## src/rtl/comparator_serial128.sv

```systemverilog
// Chunk-serial 128-bit signed/unsigned magnitude comparator, MSB slice first.
// Optional feature: define EARLY_EXIT_EN to end the scan on the first differing slice.
module comparator_serial128 #(
  parameter int WIDTH = 128,
  parameter int CHUNK = 32
) (
  input  logic             clk,
  input  logic             reset_n,
  input  logic             start_i,
  input  logic [WIDTH-1:0] op1_i,
  input  logic [WIDTH-1:0] op2_i,
  output logic             busy_o,
  output logic             done_o,
  output logic             eq_o,
  output logic             lt_o,
  output logic             ltu_o
);

  localparam int N    = WIDTH / CHUNK;
  localparam int IDXW = (N > 1) ? $clog2(N) : 1;
  localparam logic [IDXW-1:0] TOP_IDX = IDXW'(N - 1);

`ifdef EARLY_EXIT_EN
  localparam bit EARLY_EXIT = 1'b1;
`else
  localparam bit EARLY_EXIT = 1'b0;
`endif

  typedef enum logic [1:0] {
    IDLE = 2'd0,
    SCAN = 2'd1,
    DONE = 2'd2
  } state_e;

  state_e state_q, state_d;

  logic [IDXW-1:0]  idx_q, idx_d;
  logic [WIDTH-1:0] op1_q, op1_d;
  logic [WIDTH-1:0] op2_q, op2_d;
  logic             found_q, found_d;
  logic             accLt_q, accLt_d;
  logic             accLtu_q, accLtu_d;
  logic             eq_q, eq_d;
  logic             lt_q, lt_d;
  logic             ltu_q, ltu_d;

  logic [CHUNK-1:0] slices1 [N];
  logic [CHUNK-1:0] slices2 [N];
  logic [CHUNK-1:0] sliceA, sliceB;
  logic             sliceDiff, sliceLt, sliceLtu, firstDiff, scanLast;

  for (genvar g = 0; g < N; g++) begin : g_slice
    assign slices1[g] = op1_q[g*CHUNK +: CHUNK];
    assign slices2[g] = op2_q[g*CHUNK +: CHUNK];
  end

  assign sliceA = slices1[idx_q];
  assign sliceB = slices2[idx_q];

  // Only the top slice carries the sign; every lower slice orders as unsigned.
  always_comb begin
    sliceDiff = (sliceA != sliceB);
    sliceLtu  = (sliceA < sliceB);
    if (idx_q == TOP_IDX) begin
      sliceLt = ($signed(sliceA) < $signed(sliceB));
    end else begin
      sliceLt = sliceLtu;
    end
  end

  assign firstDiff = sliceDiff && !found_q;
  assign scanLast  = (idx_q == '0) || (EARLY_EXIT && sliceDiff);

  always_comb begin
    state_d  = state_q;
    idx_d    = idx_q;
    op1_d    = op1_q;
    op2_d    = op2_q;
    found_d  = found_q;
    accLt_d  = accLt_q;
    accLtu_d = accLtu_q;
    eq_d     = eq_q;
    lt_d     = lt_q;
    ltu_d    = ltu_q;

    unique case (state_q)
      IDLE: begin
        if (start_i) begin
          op1_d    = op1_i;
          op2_d    = op2_i;
          idx_d    = TOP_IDX;
          found_d  = 1'b0;
          accLt_d  = 1'b0;
          accLtu_d = 1'b0;
          state_d  = SCAN;
        end
      end

      SCAN: begin
        found_d = found_q | sliceDiff;
        if (firstDiff) begin
          accLt_d  = sliceLt;
          accLtu_d = sliceLtu;
        end
        // Published results only change here, so they hold across the next scan.
        if (scanLast) begin
          eq_d    = !found_d;
          lt_d    = accLt_d;
          ltu_d   = accLtu_d;
          state_d = DONE;
        end else begin
          idx_d = idx_q - 1'b1;
        end
      end

      DONE: begin
        state_d = IDLE;
      end

      default: begin
        state_d = IDLE;
      end
    endcase
  end

  always_ff @(posedge clk or negedge reset_n) begin
    if (!reset_n) begin
      state_q  <= IDLE;
      idx_q    <= '0;
      op1_q    <= '0;
      op2_q    <= '0;
      found_q  <= 1'b0;
      accLt_q  <= 1'b0;
      accLtu_q <= 1'b0;
      eq_q     <= 1'b0;
      lt_q     <= 1'b0;
      ltu_q    <= 1'b0;
    end else begin
      state_q  <= state_d;
      idx_q    <= idx_d;
      op1_q    <= op1_d;
      op2_q    <= op2_d;
      found_q  <= found_d;
      accLt_q  <= accLt_d;
      accLtu_q <= accLtu_d;
      eq_q     <= eq_d;
      lt_q     <= lt_d;
      ltu_q    <= ltu_d;
    end
  end

  assign busy_o = (state_q != IDLE);
  assign done_o = (state_q == DONE);
  assign eq_o   = eq_q;
  assign lt_o   = lt_q;
  assign ltu_o  = ltu_q;

endmodule

```

## config.mk

```make
export PLATFORM = sky130hd
export DESIGN_NAME = comparator_serial128
export DESIGN_NICKNAME = d
export VERILOG_FILES = /design/src/rtl/comparator_serial128.sv
export SDC_FILE = /design/constraint.sdc
export NUM_CORES = 1
export LEC_CHECK = 0
export ABC_CLOCK_PERIOD_IN_PS = 5490
export CAP_MARGIN = 20
export CORE_ASPECT_RATIO = 0.5
export CORE_UTILIZATION = 55
export CTS_CLUSTER_DIAMETER = 100
export DETAILED_ROUTE_END_ITERATION = 8
export GPL_TIMING_DRIVEN = 0
export PLACE_DENSITY = 0.85
export SLEW_MARGIN = 20
export SYNTH_ARGS = -nofsm -noshare
export SYNTH_HDL_FRONTEND = slang
export SYNTH_SLANG_ARGS = --single-unit
```

## constraint.sdc

```tcl
create_clock -name clk -period 5.49 [get_ports clk]
set_input_delay 1.098 -clock clk [delete_from_list [all_inputs] [get_ports clk]]
set_output_delay 1.098 -clock clk [all_outputs]
set_load 0.02 [all_outputs]
```

## After elaboration in Yosys (flattened, before gate mapping)

Index checks and enable logic that the tools add are counted.

- Register bits: 266
- Bits of input ports: 259
- Output and inout bits: 5
- Word-level logic and storage cells: 54

- Add/subtract/negate cells: 1
- Magnitude comparators: 3
- Equality and inequality tests: 7
- Multiplexer cells: 19
- Bitwise logic cells: 2
- Reduce and logical (&&, ||, !) cells: 12

Operators with widths:

| kind | number |
|---|---|
| $bmux 32 s2 | 2 |
| $mux 32 | 4 |
| $lt 32x32->1 | 2 |
| $ne 32x32->1 | 1 |
| $mux 2 | 4 |
| $pmux 2 s2 | 2 |
| $reduce_and 2->1 | 4 |
| $ne 2x2->1 const B | 3 |
| $pmux 1 s2 | 3 |
| $eq 2x2->1 const B | 2 |
| $logic_not 2->1 | 2 |
| $mux 1 | 4 |
| $reduce_bool 2->1 | 2 |
| $ge 3x3->1 const B | 1 |
| $not 2->3 | 1 |
| $reduce_and 3->1 | 1 |
| $eq 2x1->1 const B | 1 |
| $logic_not 1->1 | 2 |
| $sub 2x1->2 const B | 1 |
| $logic_and 1x1->1 | 1 |
| $or 1x1->1 | 1 |

## Depth between registers and ports, before layout

- Depth after elaboration: 8
- Gate-level depth with buffers: 12
- Mapped depth without buffers: 10

## Least setup slack after synthesis

Ideal clock, no wire load.

- Path type: reg-to-reg
- Start point: register idx_q[0]
- End point: register accLtu_q
- Library setup time: 125 ps
- Arrival: 3251 ps
- Data required time: 5365 ps
- Setup slack: 2114 ps
- Cell stages (with the launch flop): 13
- Path buffers: 3
- Clock period less this slack: 3376 ps
- Path through: dfrtp_1 clkbuf_1 buf_2 buf_2 mux4_2 ha_1 nand4_2 nor4_2 nand2_1 or3_4 nand2b_4 nor2_2 mux2_4

- Longest elaborated chain between the ends: 8
- Elaborated cells between the ends (all ways): 12
- Those cells by class: 1 x order compare; 1 x eq/ne; 8 x mux; 1 x bitwise; 1 x reduce/logical

Ends and longest elaborated chain:

| what | line | text |
|---|---|---|
| start, declared | 37 | `logic [IDXW-1:0] idx_q, idx_d;` |
| start signal, assigned | 140 | `idx_q <= idx_d;` |
| $not 2->3 (implied by the code) * | 57, 58 |  |
| parallel branches: the longest is 5 deep, another holds $lt 32x32->1 | - |  |
| $mux 1 * | 101 | `if (firstDiff) begin` |
| $pmux 1 s2 * | 86 | `unique case (state_q)` |
| end signal, assigned | 145 | `accLtu_q <= accLtu_d;` |
| end, declared | 42 | `logic accLtu_q, accLtu_d;` |

Every way passes the cells marked *. The select of a mux whose other input is x is not followed.
A chain may end at the register's enable or synchronous reset.

## Worst setup path after layout

- Start point: register idx_q[1]
- End point: register lt_q (netlist: lt_o)

- Longest elaborated chain between the ends: 7
- Elaborated cells between the ends (all ways): 16
- Those cells by class: 2 x order compare; 2 x eq/ne; 8 x mux; 1 x bitwise; 3 x reduce/logical

Ends and longest elaborated chain:

| what | line | text |
|---|---|---|
| $not 2->3 (implied by the code) | 57, 58 |  |
| $bmux 32 s2 (on tied branches) | 57, 58 |  |
| $mux 32 (on tied branches) (2 in series) | 57, 58 |  |
| $lt 32x32->1 (tied with other cells) | 63 | `sliceLtu = (sliceA < sliceB);` |
| $mux 1 or $logic_and 1x1->1 (tied branches) | 64, 71 |  |
| $mux 1 | 101 |  |
| end signal, assigned | 147 | `lt_q <= lt_d;` |
| end, declared | 44 | `logic lt_q, lt_d;` |

Parallel ways exist; a longest one is shown, timed or not. The select of a mux whose other input is x is not followed.

==> metrics.md <==
| Metric | Value |
|---|---|
| Synth unique cells | 38 |
| Max-cap violations | 0 |
| Final hold violations | 0 |
| Final setup TNS | 0 ps |
| Xor and xnor area share after synthesis | 0.0709% |
| Initial antenna violation count | 2 |
| Cell Pwr Density | 590 nW/um^2 |
| Slowest CP cell | clkbuf_1 |
| Main combinational cell family by area after synthesis | simple AND/OR/NAND/NOR gates |
| Kind of start point of the critical path | flip-flop |
| Arr. time, crit path | 4790 ps |
| Final layout net count | 1,908 |
| Area share of fa/ha/maj cells after synthesis | 3.44% |
| Worst-margin pin slew | 874 ps |
| Req. time, crit path | 5920 ps |
| Net count of the mapped netlist | 1,616 |
| Post-Syn Area | 12,400 sq um |
| Worst vdd ir | 0.000321 V |
| Starting DRT DRC Count | 1,227 |
| GRT Total Usage | 34.1% |
| Drt total wl | 38,900 um |
| Hold-fix buffers, CTS | 0 |
| CTS Buffer Depth | 3 |
| Die X | 214 um |
| Routed length per instance | 20.1 um |
| Core area | 21,900 sq um |
| CTS tree | built |
| Final Cycle Share | 79.5% |
| Synth Instances | 1,323 |
| Die area | 23,100 sq um |
| Routed vias/inst | 5.71 |
| GR Overflow Total | 0 |
| Worst path max stage delay | 720 ps |
| Vias in the first global route | 11,400 |
| Vias | 11,000 |
| Fin. max-slew vios | 0 |
| Synth Area in Compound Gates | 1.63% |
| Worst-path clk slew | 70 ps |
| Hold slack | 476 ps |
| Syn_area_per_cell | 9.34 sq um |
| Clock period minus worst slack | 4370 ps |
| Initial core utilization | 56.5% |
| Crit path capture type | flip-flop |
| Crit Path Class | reg2reg |
| GPL Wtd Cong | 0.918 |
| Root buf cell | clkbuf_16 |
| Post-synthesis sequential area ratio | 53.8% |
| Post-synthesis async set-or-reset flop share | 100% |
| Row cnt | 38 |
| Yosys warnings | 0 |
| Tot Pwr | 9.61 mW |
| Clk_skew | 10.1 ps |
| Setup bufs post-CTS | 0 |
| Number of synthesized flops with an enable pin | 0 |
| First-pass GRT wire length | 60,200 um |
| Highest clock rate | 229 MHz |
| DRC Markers | 0 |
| Crit path max-delay family | compound AO/OA/AOI/OAI gates |
| Pre-antenna DRT Iters | 6 |
| CP Max Fanout | 10 |
| Most frequent cells in the layout | nand2_1 (779), dfrtp_1 (266), clkdlybuf4s50_1 (262), clkbuf_1 (64), mux4_2 (64) |
| Inserted Clock Buffers | 24 |
| Yosys reg bits | 266 |
| HP Class | in2async |
| Layout cell share with drive strength beyond 1 | 7.78% |
| Reg2reg start | idx_q[1]$_DFFE_PN0P_ |
| Pleak | 8.10 nW |
| Crit path cell chain | clkbuf_1 > clkbuf_1 > mux4_2 > ha_1 > a211oi_1 > a211oi_1 > a2111oi_2 > o311ai_1 > o31ai_1 > nor3b_1 > o31ai_1 |
| Relative slew slack | 41.7% |
| DIE HEIGHT | 108 um |
| Clock latency on the worst-skew pair | 530 ps |
| IO Pins | 264 |
| # resized after CTS | 0 |
| Antenna-violating nets left | 0 |
| Layout area overhead | 31.8% |
| Worst path buffer plus inverter count | 2 |
| Largest net degree at the start of global routing | 103 |
| Post-synthesis mux area share | 11.9% |
| Post-Synth Simple-Gate Area | 25.8% |
| Crit path from | idx_q[1]$_DFFE_PN0P_ |
| RSZ-0062 raised after global routing | no |
| Setup-failing EPs final | 0 |
| Clock net sink count | 266 |
| Number of port buffers | 263 |
| HPWL after DPL | 28,300 um |
| Main synth FF type | dfrtp_1 |
| Status | complete, no violations |
| Max H-tree Level | 1 |
| Commonest non-fill, non-tap cell in the layout | nand2_1 |
-- through the flow --
step | setup slack [ps] | util (%) | area (sq um) | std cells
final | 1120 | 74.5 | 16300 | 1933
after global routing | 979 | 74.5 | 16300 | 1933
after CTS | 1210 | 74.5 | 16300 | 1932
after detailed placement | 1260 | 70.7 | 15500 | 1889
after global placement | -7360 | 70.3 | 15400 | 1886
after floorplan | 2110 | - | 12400 | 1323
-- metal layers --
metal  wire [um]  global-route usage, %  up-vias
li1            -                      -     4792
met1       15100                   46.3     5451
met2       18400                   55.0      678
met3        4060                   7.54      115
met4        1260                   12.3        2
met5          19                      0        -
-- cell families (layout without fill, tap and decap cells) --
kind of cell | Yosys count | after routing
DFF | 266 | 266
and+or+nand+nor | 817 | 817
other | 0 | 1
xor gates and xnor gates | 1 | 1
buffers and inverters | 108 | 417
muxes | 66 | 66
AOI/OAI and AO/OA | 31 | 31
adders and majority gates | 34 | 34
-- final timing paths --
path                                         endpoint  slack, ps  cells past startpoint
worst min register to register  op2_q[20]$_DFFE_PN0P_        480                      2
max in group asynchronous       op2_q[77]$_DFFE_PN0P_       3860                      3
worst min-delay path            op1_q[18]$_DFFE_PN0P_        480                      1
min in group clk                op2_q[20]$_DFFE_PN0P_        480                      2
worst max register to register       lt_o$_DFFE_PN0P_       1120                     11
worst max-delay path                 lt_o$_DFFE_PN0P_       1120                     11
-- power by group --
part / internal [mW] / switching [mW]
registers: 2.89 / 0.534
logic: 1.88 / 2.52
clock network: 1.03 / 0.763
total: 5.79 / 3.82
-- cell usage after synthesis, types with 2 or more instances --
cell type | number | area [sq um]
a211oi_1 | 2 | 15.0
a21o_1 | 3 | 22.5
a21oi_1 | 15 | 75.1
and2_1 | 2 | 12.5
buf_1 | 6 | 22.5
buf_2 | 6 | 30.0
clkbuf_1 | 60 | 225
dfrtp_1 | 266 | 6660
ha_1 | 34 | 425
inv_1 | 36 | 135
mux4_2 | 64 | 1440
nand2_1 | 779 | 2920
nand3_1 | 4 | 20.0
nand4_1 | 5 | 31.3
nand4_2 | 2 | 25.0
nor2_1 | 9 | 33.8
nor2b_1 | 6 | 37.5
o21ai_0 | 2 | 10.0
o31ai_1 | 3 | 22.5
-- worst register-to-register path, delay by kind of cell, from the launching register on --
family,cells,cell delay (ps)
buffers and inverters,2,1200
adders and majority gates,1,370
and+or+nand+nor,1,190
muxes,1,500
DFF,1,430
AOI/OAI and AO/OA,6,1580
-- registers in the layout (all words and copies together) (netlist names), 2 cells and up --
name / flops
op1_q: 128
op2_q: 128
idx_q: 2
state_q: 2
-- area by class of cell --
cell class / count / area (sq um)
well taps: 300 / 375
clock inverters: 10 / 130
diodes: 1 / 2.50
flip-flops and latches: 266 / 6660
multi-input cells: 949 / 5290
repair buffers: 266 / 2720
plain buffers: 72 / 279
clock buffers: 33 / 696
fillers: 1487 / 5580
inverters: 36 / 135
No activity file was read; power rests on OpenSTA's default activity.
